===== config.mk =====
export PLATFORM = sky130hd
export DESIGN_NAME = mmio_port_responder
export DESIGN_NICKNAME = d
export VERILOG_FILES = /design/src/rtl/mmio_port_responder.sv
export SDC_FILE = /design/constraint.sdc
export NUM_CORES = 1
export LEC_CHECK = 0
export BUFFER_PORTS_ARGS = -buffer_cell sky130_fd_sc_hd__buf_2
export CORE_ASPECT_RATIO = 0.7
export CORE_MARGIN = 2
export CORE_UTILIZATION = 55
export CTS_BUF_LIST = sky130_fd_sc_hd__clkbuf_4 sky130_fd_sc_hd__clkbuf_8 sky130_fd_sc_hd__clkbuf_16
export CTS_CLUSTER_DIAMETER = 120
export DETAILED_ROUTE_END_ITERATION = 10
export PLACE_DENSITY = 0.94
export SYNTH_ARGS = -nofsm -noshare
export SYNTH_HDL_FRONTEND = slang
export SYNTH_SLANG_ARGS = --single-unit

===== constraint.sdc =====
create_clock -name clk -period 8.66 [get_ports clk]
set_clock_uncertainty 0.05 [all_clocks]
set_input_delay 0.866 -clock clk [delete_from_list [all_inputs] [get_ports clk]]
set_output_delay 0.866 -clock clk [all_outputs]
set_load 0.05 [all_outputs]

===== src/rtl/mmio_port_responder.sv =====
`default_nettype none
// +--------------------------------------------------------------------------+
// | mmio_port_responder                                                      |
// | Data-bus MMIO target: output port, synchronised input port, TX byte FIFO |
// | Revision: 1.0                                                            |
// +--------------------------------------------------------------------------+
module mmio_port_responder #(
   parameter int FIFO_DEPTH    = 4,
   parameter int PORT_IN_WIDTH = 8
) (
   input  logic                     clk,
   input  logic                     reset,
   input  logic                     Sel,
   input  logic                     MemRead,
   input  logic                     MemWrite,
   input  logic [31:0]              Address,
   input  logic [31:0]              WriteData,
   output logic [31:0]              ReadData,
   output logic                     Ready,
   input  logic [PORT_IN_WIDTH-1:0] PortIn,
   output logic [31:0]              PortOut,
   output logic [7:0]               tx_data,
   output logic                     tx_valid,
   input  logic                     tx_ready
);

   localparam int                 c_PTR_W = $clog2(FIFO_DEPTH);
   localparam int                 c_CNT_W = c_PTR_W + 1;
   localparam logic [c_CNT_W-1:0] c_DEPTH = c_CNT_W'(FIFO_DEPTH);

   localparam logic [1:0] c_REG_PORT_OUT = 2'd0;
   localparam logic [1:0] c_REG_PORT_IN  = 2'd1;
   localparam logic [1:0] c_REG_STATUS   = 2'd2;
   localparam logic [1:0] c_REG_TX_DATA  = 2'd3;

   typedef enum logic [1:0] {
      S_IDLE = 2'd0,
      S_ACK  = 2'd1,
      S_WAIT = 2'd2
   } state_t;

   state_t                     r_state;
   logic [31:0]                r_read_data;
   logic                       r_ready;
   logic [31:0]                r_port_out;
   logic [PORT_IN_WIDTH-1:0]   r_sync1;
   logic [PORT_IN_WIDTH-1:0]   r_sync2;
   logic [PORT_IN_WIDTH-1:0]   r_prev;
   logic                       r_in_changed;
   logic [7:0]                 r_mem [FIFO_DEPTH];
   logic [c_PTR_W-1:0]         r_rd_ptr;
   logic [c_PTR_W-1:0]         r_wr_ptr;
   logic [c_CNT_W-1:0]         r_count;

   logic        w_req;
   logic        w_is_wr;
   logic        w_is_rd;
   logic [1:0]  w_addr;
   logic        w_full;
   logic        w_empty;
   logic        w_pop;
   logic        w_can_push;
   logic        w_tx_wr;
   logic        w_sample;
   logic        w_push;
   logic        w_clr;
   logic [31:0] w_rdata;
   logic        w_unused;

   assign w_unused = &{1'b0, Address[31:4], Address[1:0]};

   always_comb begin
      w_req      = Sel & (MemRead | MemWrite);
      w_is_wr    = Sel & MemWrite;
      w_is_rd    = Sel & MemRead & ~MemWrite;
      w_addr     = Address[3:2];
      w_full     = (r_count == c_DEPTH);
      w_empty    = (r_count == '0);
      w_pop      = ~w_empty & tx_ready;
      w_can_push = ~w_full | w_pop;
      w_tx_wr    = w_is_wr & (w_addr == c_REG_TX_DATA);
      w_sample   = (r_state == S_IDLE) | (r_state == S_WAIT);
      w_push     = w_sample & w_tx_wr & w_can_push;
      w_clr      = (r_state == S_IDLE) & w_is_wr & (w_addr == c_REG_STATUS) & WriteData[0];
      w_rdata    = 32'd0;
      case (w_addr)
         c_REG_PORT_OUT: w_rdata = r_port_out;
         c_REG_PORT_IN:  w_rdata = 32'(r_sync2);
         c_REG_STATUS:   w_rdata = {29'd0, w_empty, w_full, r_in_changed};
         default:        w_rdata = 32'd0;
      endcase
   end

   assign ReadData = r_read_data;
   assign Ready    = r_ready;
   assign PortOut  = r_port_out;
   assign tx_valid = ~w_empty;
   assign tx_data  = w_empty ? 8'h00 : r_mem[r_rd_ptr];

   // A fresh edge seen in the same cycle as a clear keeps the flag set.
   always_ff @(posedge clk or posedge reset) begin
      if (reset) begin
         r_sync1      <= '0;
         r_sync2      <= '0;
         r_prev       <= '0;
         r_in_changed <= 1'b0;
      end else begin
         r_sync1 <= PortIn;
         r_sync2 <= r_sync1;
         r_prev  <= r_sync2;
         if (r_sync2 != r_prev)
            r_in_changed <= 1'b1;
         else if (w_clr)
            r_in_changed <= 1'b0;
      end
   end

   always_ff @(posedge clk or posedge reset) begin
      if (reset) begin
         for (int i = 0; i < FIFO_DEPTH; i++)
            r_mem[i] <= 8'h00;
         r_rd_ptr <= '0;
         r_wr_ptr <= '0;
         r_count  <= '0;
      end else begin
         if (w_push) begin
            r_mem[r_wr_ptr] <= WriteData[7:0];
            r_wr_ptr        <= r_wr_ptr + c_PTR_W'(1);
         end
         if (w_pop)
            r_rd_ptr <= r_rd_ptr + c_PTR_W'(1);
         case ({w_push, w_pop})
            2'b10:   r_count <= r_count + c_CNT_W'(1);
            2'b01:   r_count <= r_count - c_CNT_W'(1);
            default: r_count <= r_count;
         endcase
      end
   end

   always_ff @(posedge clk or posedge reset) begin
      if (reset) begin
         r_state     <= S_IDLE;
         r_ready     <= 1'b0;
         r_read_data <= 32'd0;
         r_port_out  <= 32'd0;
      end else begin
         r_ready     <= 1'b0;
         r_read_data <= 32'd0;
         case (r_state)
            S_IDLE: begin
               if (w_req) begin
                  if (w_tx_wr && !w_can_push) begin
                     r_state <= S_WAIT;
                  end else begin
                     r_state     <= S_ACK;
                     r_ready     <= 1'b1;
                     r_read_data <= w_is_rd ? w_rdata : 32'd0;
                     if (w_is_wr && (w_addr == c_REG_PORT_OUT))
                        r_port_out <= WriteData;
                  end
               end
            end
            S_WAIT: begin
               if (!(w_req && w_tx_wr)) begin
                  r_state <= S_IDLE;
               end else if (w_can_push) begin
                  r_state <= S_ACK;
                  r_ready <= 1'b1;
               end
            end
            default: r_state <= S_IDLE;
         endcase
      end
   end

endmodule
`default_nettype wire

Yosys cells after proc, flatten, opt, wreduce, memory -nomap -nowiden:

Index checks and enable logic that the tools add are counted.

* bits in registers: 131
* input port bits: 78
* logic and storage cells: 89

* $add $sub $neg: 4
* order comparisons: 3
* equality and inequality tests: 10
* mux-type cells: 25
* bitwise gates (word level): 20
* reduce and logical (&&, ||, !) cells: 12

Operators with widths (count)
* 32-bit two-way mux: 4
* 32-bit one-hot mux with 3 select lines: 1
* 32-bit bitwise mux: 1
* 8-bit two-way mux: 4
* 8-bit binary-select mux with 2-bit select: 1
* 8-bit demux with 2-bit select: 1
* 1-bit AND: 11
* 2-bit == test (second input constant): 4
* 2-bit two-way mux: 4
* 8-bit != test: 1
* 3-bit greater-or-equal comparator (second input constant): 2
* 1-bit two-way mux: 6
* 2-bit inverter with 3-bit output: 2
* 3-bit one-hot mux with 2 select lines: 1
* 2-bit by 1-bit adder with 2-bit output (second input constant): 2
* 2-bit by 1-bit == test with 1-bit output (second input constant): 2
* 1-bit logical AND: 4
* 2-bit zero test: 2
* 1-bit inverter: 4
* 2-bit one-hot mux with 2 select lines: 1
* 4-bit AND reduction: 1
* 2-bit nonzero test: 2
* 3-bit by 1-bit adder with 3-bit output (second input constant): 1
* 3-bit == test (second input constant): 1
* other kinds (9): 11

Logic depth before layout (Yosys ltp):

Gate-level depths: netlist of the first run.

* depth in word-level cells: 9
* gate-level depth with buffers: 9

Least setup slack after synthesis of the first run:

Ideal clock, no wire load.

* kind: in2reg
* start point: in tx_ready
* end point: reg r_count[2]
* setup time: 0.079 ns
* data arrival time: 2.774 ns
* required time: 8.531 ns
* slack: 5.756 ns
* stages on the path: 9
* path buffers: 1
* path through: or4b_2 clkbuf_1 nand3_1 ha_1 inv_1 fa_1 xor2_1 nor2_1 xor2_1

* cells in the longest elaborated chain, start to end: 5
* elaborated cells between the ends (all ways): 7

RTL lines
* start: declaration: line 24 `input logic tx_ready`
* 1-bit AND *: line 79 `w_pop = ~w_empty & tx_ready;`
* 1-bit bitwise OR: line 80 `w_can_push = ~w_full | w_pop;`
* 1-bit AND: line 83 `w_push = w_sample & w_tx_wr & w_can_push;`
* 2-bit by 1-bit == test with 1-bit output or 2-bit == test (tied branches): line 132 `case ({w_push, w_pop})`
* 3-bit one-hot mux with 2 select lines or 2-bit nonzero test (tied branches)
* end signal: assignment: line 133 `2'b10: r_count <= r_count + c_CNT_W'(1);`
* end signal: assignment: line 134 `2'b01: r_count <= r_count - c_CNT_W'(1);`
* end signal: assignment: line 135 `default: r_count <= r_count;`
* end: declaration: line 53 `logic [c_CNT_W-1:0] r_count;`

Every way passes the cells marked *; elsewhere a longest branch is shown, timed or not.
A chain may end at the register's enable or synchronous reset.

Worst setup path after layout of the first run:

* start point: reg r_rd_ptr[0]
* end point: out tx_data[3]

* cells in the longest elaborated chain, start to end: 5

RTL lines
* start: declaration: line 51 `logic [c_PTR_W-1:0] r_rd_ptr;`
* start signal: assignment: line 131 `r_rd_ptr <= r_rd_ptr + c_PTR_W'(1);`
* 2-bit inverter with 3-bit output (implied by the code): line 98 `assign tx_data = w_empty ? 8'h00 : r_mem[r_rd_ptr];`
* 8-bit binary-select mux with 2-bit select: line 98
* 8-bit two-way mux (implied by the code) (2 in series): line 98
* 8-bit two-way mux: line 98
* end: declaration: line 22 `output logic [7:0] tx_data,`

No other way between the ends. The select of a mux whose other input is x is not followed.

==> metrics.cfg, run 1 <==
[synth]
yosysUniqueCellTypes = 34
yosysWarnings = 0
ys_ff_latch = 131
synth_compound_area_share_pct = 1.08
synthAdderAreaFrac_pct = 1.59
synth_fp_nets = 413
synth_top_family_by_area = multiplexers
synth-xor-area-share_pct = 2.36
seq_area_frac_synth_pct = 63.1
netlist_instances = 329
syn_area_um2 = 5190
avgSynthCellArea_um2 = 15.8
muxShareOfSynthArea_pct = 21.5
synth-simple-area-share_pct = 7.63

[global_routing]
grt_pass1_vias = 3271
grt.total_usage_pct = 22.4
antenna_found_initial = 0
grt_max_degree = 86
grt-ovfl-total = 0
grt_pass1_wl_um = 17200

[layout]
drive_above_1_share_pct = 50.0
diodes = 0
layoutNonFillerInstCount = 594
final_common_cell = dfrtp_1
syn2layout_area_growth_pct = 24.3
most-common-layout-cells = dfrtp_1 (131), buf_2 (121), mux2_2 (38)
fin_area_um2 = 6460
fillers = 604
layout.nets = 541
utilization_pct = 70.9

[place]
dp_hpwl_um = 7050
placedCellCount = 562
gp_congestion = 0.781
portBuffers = 121
placed_area_um2 = 5870

[cts]
cts_tree = yes
clk_latency_ns = 0.40
postCtsSetupRepairBufs = 0
cts_hold_buffers = 0
cts_sinks = 131
numCtsBuffers = 17
root_buffer = clkbuf_16
cts_resized = 0
cts_buffer_depth = 2
htreeDepth = 4
path_clk_slew_ns = 0.06

[die]
dieArea_um2 = 10300
io-pin-count = 152
initial_core_util_pct = 57.0
rows = 29
die_x_um = 120
die_h_um = 85.3
core_um2 = 9110

[detailed_routing]
vias = 3112
drt_iter0_markers = 180
routed_wl_um = 10700
vias_per_cell = 5.24
wl_per_cell_um = 18.0
wl_met3_um = 740
drc = 0
routed.top_layer = met4
wl_met2_um = 5230
met1Wirelength_um = 4640
drt.antenna.violating_nets = 0
dr.pass1.iters = 5

[sta]
period_minus_slack_ns = 3.03
holdWs_ns = 0.297
rsz0062_at_grt = false
fmaxAchievable_ghz = 0.330
tightest_slew_ns = 1.05
min_period_over_period_pct = 35.0
relSlewSlack_pct = 29.7
hold_violations = 0
slew_violations = 0
setup_viol = 0
final.setup.tns_ns = 0

[setup_path]
reg2reg_from = r_count[0]$_DFFE_PP0P_
reg2regPathDepth = 8
end_kind = output pin
required_ns = 7.74
crit_family = flip-flops
crit_type = reg -> out
slowest_stage = dfrtp_1
start_kind = flop
regToRegSetupSlack_ns = 5.96
crit_chain = mux4_2, and2_1, buf_2
crit_path_max_incr_delay_ns = 0.73
r2r-end = r_count[2]$_DFFE_PP0P_
crit_arrival_ns = 2.12
path_buf_inv = 1
crit_path_max_fanout = 10

[pwr]
powerDensity_nw_per_um2 = 336
ir_drop_mv = 0.211
p_leak_nw = 3.37

[min_path]
hold_path_depth = 0
whs_endpoint = r_sync2[4]$_DFF_PP0_
worstHoldPathType = reg -> reg
min_from = r_sync1[4]$_DFF_PP0_

[run_status]
outcome = complete, no violations

[flow_run]
drv_cap = 0

-- where the power goes --
group / total (mW) / leakage (nW) / switching [mW] / internal [mW]
Combinational: 0.633 / 1.42 / 0.388 / 0.245
Sequential: 0.842 / 1.66 / 0.106 / 0.736
Clock: 0.691 / 0.283 / 0.254 / 0.438
-- registers in the layout, summed over array words and instances (netlist names) --
name / count
PortOut: 32
ReadData: 32
Ready: 1
r_count: 3
r_in_changed: 1
r_mem: 32
r_prev: 8
r_rd_ptr: 2
r_state: 2
r_sync1: 8
r_sync2: 8
r_wr_ptr: 2
-- cell type report --
class	count	area (µm²)	share of cell area [%]
Sequential cell	131	3280	50.8
Multi-Input combinational cell	176	1780	27.6
Timing Repair Buffer	123	621	9.61
Clock buffer	20	454	7.03
Tap cell	124	155	2.40
Clock inverter	12	133	2.05
Inverter	8	32.5	0.504
-- worst reg2reg max path: cells and delay by family, from the launching register on --
family                     cells  cell delay, ns
DFF                            1            0.43
adders and majority gates      2            0.62
buffers and inverters          1            0.07
xor gates and xnor gates       2            0.32
and+or+nand+nor                3            1.12
-- through the flow --
stage          setup slack [ns]  power [mW]
2_1_floorplan              4.25        1.33
3_3_place_gp               5.57        1.45
3_5_place_dp               5.51        1.48
4_1_cts                    5.58        2.19
5_1_grt                    5.51        2.26
6_report                   5.63        2.17
-- logic make-up after synthesis --
kind of cell | after synthesis
DFF | 131
muxes | 82
and+or+nand+nor | 67
buffers and inverters | 22
xor gates and xnor gates | 14
AOI/OAI and AO/OA | 7
adders and majority gates | 6
-- worst max-delay path by stage --
stage	from	to	slack (ns)	cells after the start
floorplan	reset	PortOut[0]$_DFFE_PP0P_	4.25	1
global placement	tx_ready	r_count[2]$_DFFE_PP0P_	5.57	9
detailed placement	tx_ready	r_count[2]$_DFFE_PP0P_	5.51	9
CTS	r_rd_ptr[0]$_DFFE_PP0P_	tx_data[3]	5.58	3
global route	r_rd_ptr[0]$_DFFE_PP0P_	tx_data[3]	5.51	3
finish	r_rd_ptr[0]$_DFFE_PP0P_	tx_data[3]	5.63	3
-- cell usage after synthesis --
master	n	area [µm²]
nand2_1	2	7.51
ha_1	5	62.6
nand3_1	5	25.0
o21bai_1	1	7.51
buf_1	1	3.75
nor3_1	4	20.0
a2bb2oi_1	2	17.5
dfrtp_1	131	3280
buf_12	3	60.1
nor2b_1	2	12.5
clkbuf_1	8	30.0
mux2i_1	6	60.1
a32oi_1	1	8.76
xnor2_1	3	26.3
fa_1	1	20.0
inv_1	8	30.0
mux2_4	30	450
or4b_4	1	13.8
nor4_1	3	18.8
o31ai_1	1	7.51
buf_6	1	11.3
mux4_2	8	180
and2_1	33	206
nor2_1	8	30.0
or4b_2	1	10.0
a22oi_1	2	15.0
xor2_1	11	96.3
or3_1	1	6.26
or3b_1	1	8.76
mux2_2	38	428
buf_2	1	5.00
and3_1	1	6.26
nand4_1	4	25.0
nand2b_1	1	6.26
-- metal layers --
layer / vias to the layer above / track usage [%]
met5: - / 0
met4: 0 / 6.42
met3: 6 / 6.85
met2: 120 / 36.3
met1: 1595 / 29.7
li1: 1391 / -
No activity file was read; power rests on OpenSTA's default activity.
==> run 2: changes to the inputs <==
Settings changed: CORE_UTILIZATION 55 to 46, PLACE_DENSITY 0.94 to 0.85.
Clock period 8.66 ns to 2.6 ns, I/O delays scaled along.
==> metrics.cfg, run 2 (synthesis results as in run 1) <==
[layout]
layout.nets = 554
syn2layout_area_growth_pct = 28.6
most-common-layout-cells = dfrtp_1 (131), buf_2 (121), mux2_2 (38)
fillers = 828
multi_input_area_um2 = 1790
seq_area_um2 = 3280
drive_above_1_share_pct = 49.9
final_common_cell = dfrtp_1

[setup_path]
required_ns = 2.87
cp-startpoint = r_count[0]$_DFFE_PP0P_
start_kind = flop
regToRegSetupSlack_ns = 0.13
crit_path_max_fanout = 5
reg2reg_from = r_count[0]$_DFFE_PP0P_
r2r-end = r_count[2]$_DFFE_PP0P_
reg2regPathDepth = 8
crit_arrival_ns = 2.75
crit_type = reg -> reg
end_kind = flop
cp-endpoint = r_count[2]$_DFFE_PP0P_

[sta]
min_period_over_period_pct = 95.1
relSlewSlack_pct = 56.7
hold_violations = 0
fmaxAchievable_ghz = 0.404
holdWs_ns = 0.0349
slew_violations = 0
tightest_slew_ns = 0.650
final.setup.worst_slack_ns = 0.127
period_minus_slack_ns = 2.47
final.setup.tns_ns = 0
rsz0062_at_grt = false
setup_viol = 0

[run_status]
outcome = complete, no violations

[cts]
postCtsSetupRepairBufs = 0
path_clk_slew_ns = 0.06
root_buffer = clkbuf_16
numCtsBuffers = 17
htreeDepth = 4
cts_tree = yes
clk_latency_ns = 0.41
cts_sinks = 131
cts_buffer_depth = 2

[global_routing]
grt.total_usage_pct = 19.2
grt-ovfl-total = 0
antenna_found_initial = 1
grt_pass1_wl_um = 17400
grt_max_degree = 49
grt_pass1_vias = 3396

[detailed_routing]
vias = 3104
routed_wl_um = 10800
wl_per_cell_um = 17.0
drc = 0
vias_per_cell = 4.87
drt.antenna.violating_nets = 0
drt_iter0_markers = 139
dr.pass1.iters = 4

[place]
pre_cts_slack_ns = 0.0801
portBuffers = 121
gp_congestion = 0.735
dp_hpwl_um = 7420

[die]
rows = 32
die_h_um = 92.9
initial_core_util_pct = 47.2
io-pin-count = 152
die_x_um = 131
core_um2 = 11000
dieArea_um2 = 12200

[pwr]
ir_drop_mv = 0.518
p_leak_nw = 3.45
powerDensity_nw_per_um2 = 1100
finalPower_mw = 7.38

[min_path]
min_from = WriteData[11]
worstHoldPathType = in -> reg

[flow_run]
drv_cap = 0

==> run 2: cell count changes in the layout (fill, tap and decap cells not counted), sizes merged <==
| cell | before | now |
|---|---|---|
| dlygate4sd3 | 0 | 9 |
| buf | 123 | 127 |
| bufinv | 2 | 3 |
| clkinv | 6 | 5 |
| clkinvlp | 3 | 4 |
| diode | 0 | 1 |
| inv | 9 | 8 |
==> run 2: layer usage <==
layer	up-vias	track usage, %	wire (µm)	share of wire (%)
met2	79	29.6	5270	49
met1	1582	25.5	4830	45
li1	1429	-	-	-
met4	0	6.74	136	1.3
met3	14	6.53	568	5.3
met5	-	0	0	0
==> run 2: cell type report <==
type                       count  area share (%)
inverter                       8           0.506
timing repair buffer         136            11.5
clock buffer                  20            6.98
multi-input combinational    176            26.8
sequential                   131            49.1
clock inverter                12            2.30
antenna                        1          0.0374
tap                          153            2.86
==> run 2: worst min path at each step <==
stage / endpoint / slack (ns) / cells past startpoint
6_report: PortOut[11]$_DFFE_PP0P_ / 0.03 / 2
5_1_grt: PortOut[28]$_DFFE_PP0P_ / 0.02 / 2
4_1_cts: PortOut[23]$_DFFE_PP0P_ / 0.02 / 2
3_5_place_dp: r_sync2[4]$_DFF_PP0_ / 0.29 / 0
3_3_place_gp: r_sync2[5]$_DFF_PP0_ / 0.29 / 0
2_1_floorplan: r_sync1[0]$_DFF_PP0_ / 0.24 / 0
==> run 2: repair_timing <==
action,in CTS,in global routing
resized for setup,0,2
endpoints found under the setup margin,0,1
hold endpoints to repair,30,0
hold buffers,9,0
==> run 2: where the power goes <==
part	leakage [nW]	internal, mW	switching, mW
Clock	0.298	1.58	0.869
Sequential	1.66	2.45	0.350
Combinational	1.48	0.835	1.29
Total	3.45	4.87	2.51
==> run 2: per-stage QoR <==
stage	area, µm²	std cells	utilization [%]
5_1_grt	6680	636	60.7
3_3_place_gp	5960	595	54.1
6_report	6680	637	60.7
3_5_place_dp	5960	595	54.1
4_1_cts	6670	636	60.6
2_1_floorplan	5200	329	-
==> run 2: critical path: stages (launching register included) <==
cell and delay, ns:
dfrtp_1 0.43, or4b_2 0.69, nand3_2 0.15, ha_2 0.21
inv_1 0.06, fa_1 0.37, xor2_1 0.15, nor2_1 0.12
xor2_1 0.17
==> run 3: changes to the inputs <==
Settings changed: PLACE_DENSITY 0.85 to default, PLACE_DENSITY_LB_ADDON from default to 0.1.
==> metrics.cfg, run 3 (synthesis results as in run 1) <==
[run_status]
outcome = complete, no violations

[layout]
layoutNonFillerInstCount = 644
drive_above_1_share_pct = 50.5
syn2layout_area_growth_pct = 29.3
diodes = 0
fillers = 857
fin_area_um2 = 6720
most-common-layout-cells = dfrtp_1 (131), buf_2 (121), mux2_2 (38)
layout.nets = 562
final_common_cell = dfrtp_1

[sta]
fmaxAchievable_ghz = 0.403
tightest_slew_ns = 0.714
setup_viol = 0
hold_violations = 0
holdWs_ns = 0.0290
slew_violations = 0
period_minus_slack_ns = 2.48
relSlewSlack_pct = 52.3
min_period_over_period_pct = 95.3

[global_routing]
grt-ovfl-total = 0
grt_max_degree = 53
grt_pass1_vias = 3200
antenna_found_initial = 0
grt_pass1_wl_um = 17100
grt.total_usage_pct = 19.0

[pwr]
p_leak_nw = 3.47
intPower_mw = 4.82
powerDensity_nw_per_um2 = 1090
ir_drop_mv = 0.497
combPwrFrac_pct = 30.0
pwr-share-clk_pct = 32.5
switching_share_pct = 34.1
p_sw_mw = 2.49
seq_power_share_pct = 37.6

[setup_path]
crit_path_frequent_cell = xor2_1
required_ns = 2.87
crit_path_max_incr_delay_ns = 0.73
slowest_stage = or4b_2
start_kind = flop
r2r-end = r_count[2]$_DFFE_PP0P_
crit_chain = or4b_2, nand3_2, ha_1, inv_1, fa_1, xor2_1, nor2_1, xor2_1
reg2regPathDepth = 8
end_kind = flop
crit_arrival_ns = 2.75
crit_path_max_fanout = 4
reg2reg_from = r_count[1]$_DFFE_PP0P_
cp-startpoint = r_count[1]$_DFFE_PP0P_
regToRegSetupSlack_ns = 0.12
crit_type = reg -> reg
cp-endpoint = r_count[2]$_DFFE_PP0P_

[cts]
root_buffer = clkbuf_16
cts_tree = yes
cts_buffer_depth = 2
htreeDepth = 4
clk_latency_ns = 0.41
path_clk_slew_ns = 0.06
numCtsBuffers = 17
cts_sinks = 131

[place]
dp_hpwl_um = 7240
gp_congestion = 0.784
placed_area_um2 = 6020
portBuffers = 121
placedCellCount = 603

[die]
die_h_um = 92.9
initial_core_util_pct = 47.2
rows = 32
io-pin-count = 152
die_x_um = 131
core_um2 = 11000
dieArea_um2 = 12200

[min_path]
worstHoldPathType = in -> reg

[detailed_routing]
wl_per_cell_um = 16.4
vias_per_cell = 4.87
dr.pass1.iters = 4
routed_wl_um = 10600
drt_iter0_markers = 131
drc = 0
drt.antenna.violating_nets = 0
vias = 3136

[flow_run]
drv_cap = 0

-- run 3: repair_timing --
action / in CTS / in global routing
setup buffers: 0 / 0
hold endpoints to repair: 35 / 0
endpoints found under the setup margin: 0 / 1
resized for setup: 0 / 1
hold buffers: 9 / 0
-- run 3: per-layer routing --
metal  vias up  global-route usage (%)  share of wire (%)
met5         -                       0                  0
met2        83                    26.4                 45
met4         0                    6.38                1.2
met1      1601                    28.2                 49
met3        11                    5.89                5.5
li1       1441                       -                  -
-- run 3: power groups by stage --
stage,Sequential (mW),Clock (mW),Combinational (mW)
6_report,2.75,2.37,2.19
5_1_grt,2.81,2.52,2.34
4_1_cts,2.75,2.42,2.22
3_5_place_dp,2.78,0,2.20
3_3_place_gp,2.76,0,2.16
2_1_floorplan,3.16,0,1.26
-- run 3: how the worst min path moves through the flow --
stage	startpoint	end	slack [ns]	cells past startpoint
after floorplan	PortIn[0]	r_sync1[0]$_DFF_PP0_	0.24	0
after global placement	r_sync1[5]$_DFF_PP0_	r_sync2[5]$_DFF_PP0_	0.29	0
after detailed placement	r_sync1[0]$_DFF_PP0_	r_sync2[0]$_DFF_PP0_	0.29	0
after CTS	WriteData[12]	PortOut[12]$_DFFE_PP0P_	0.01	2
after global routing	WriteData[18]	PortOut[18]$_DFFE_PP0P_	0.01	2
final	WriteData[12]	PortOut[12]$_DFFE_PP0P_	0.03	2
-- run 3: critical path: cells and delay by family (launching register included) --
kind	cells	cell delay (ns)
adders and majority gates	2	0.58
buffers and inverters	1	0.06
xor gates and xnor gates	2	0.31
DFF	1	0.40
and+or+nand+nor	3	1.00
-- run 3: area by class of cell --
type | count | area [µm²] | share of cell area [%]
Sequential cell | 131 | 3280 | 48.8
Inverter | 8 | 33.8 | 0.503
Multi-Input combinational cell | 176 | 1790 | 26.6
Tap cell | 153 | 191 | 2.85
Clock buffer | 21 | 474 | 7.06
Clock inverter | 11 | 126 | 1.88
Timing Repair Buffer | 144 | 826 | 12.3
-- run 3: metrics by stage --
step	worst slack, ns	setup TNS (ns)	power [mW]	util (%)
after floorplan	0.128	0	4.42	-
after global placement	0.174	0	4.92	54.7
after detailed placement	0.103	0	4.98	54.7
after CTS	0.0764	0	7.39	61.0
after global routing	-0.0108	-0.0108	7.67	61.0
final	0.121	0	7.31	61.0
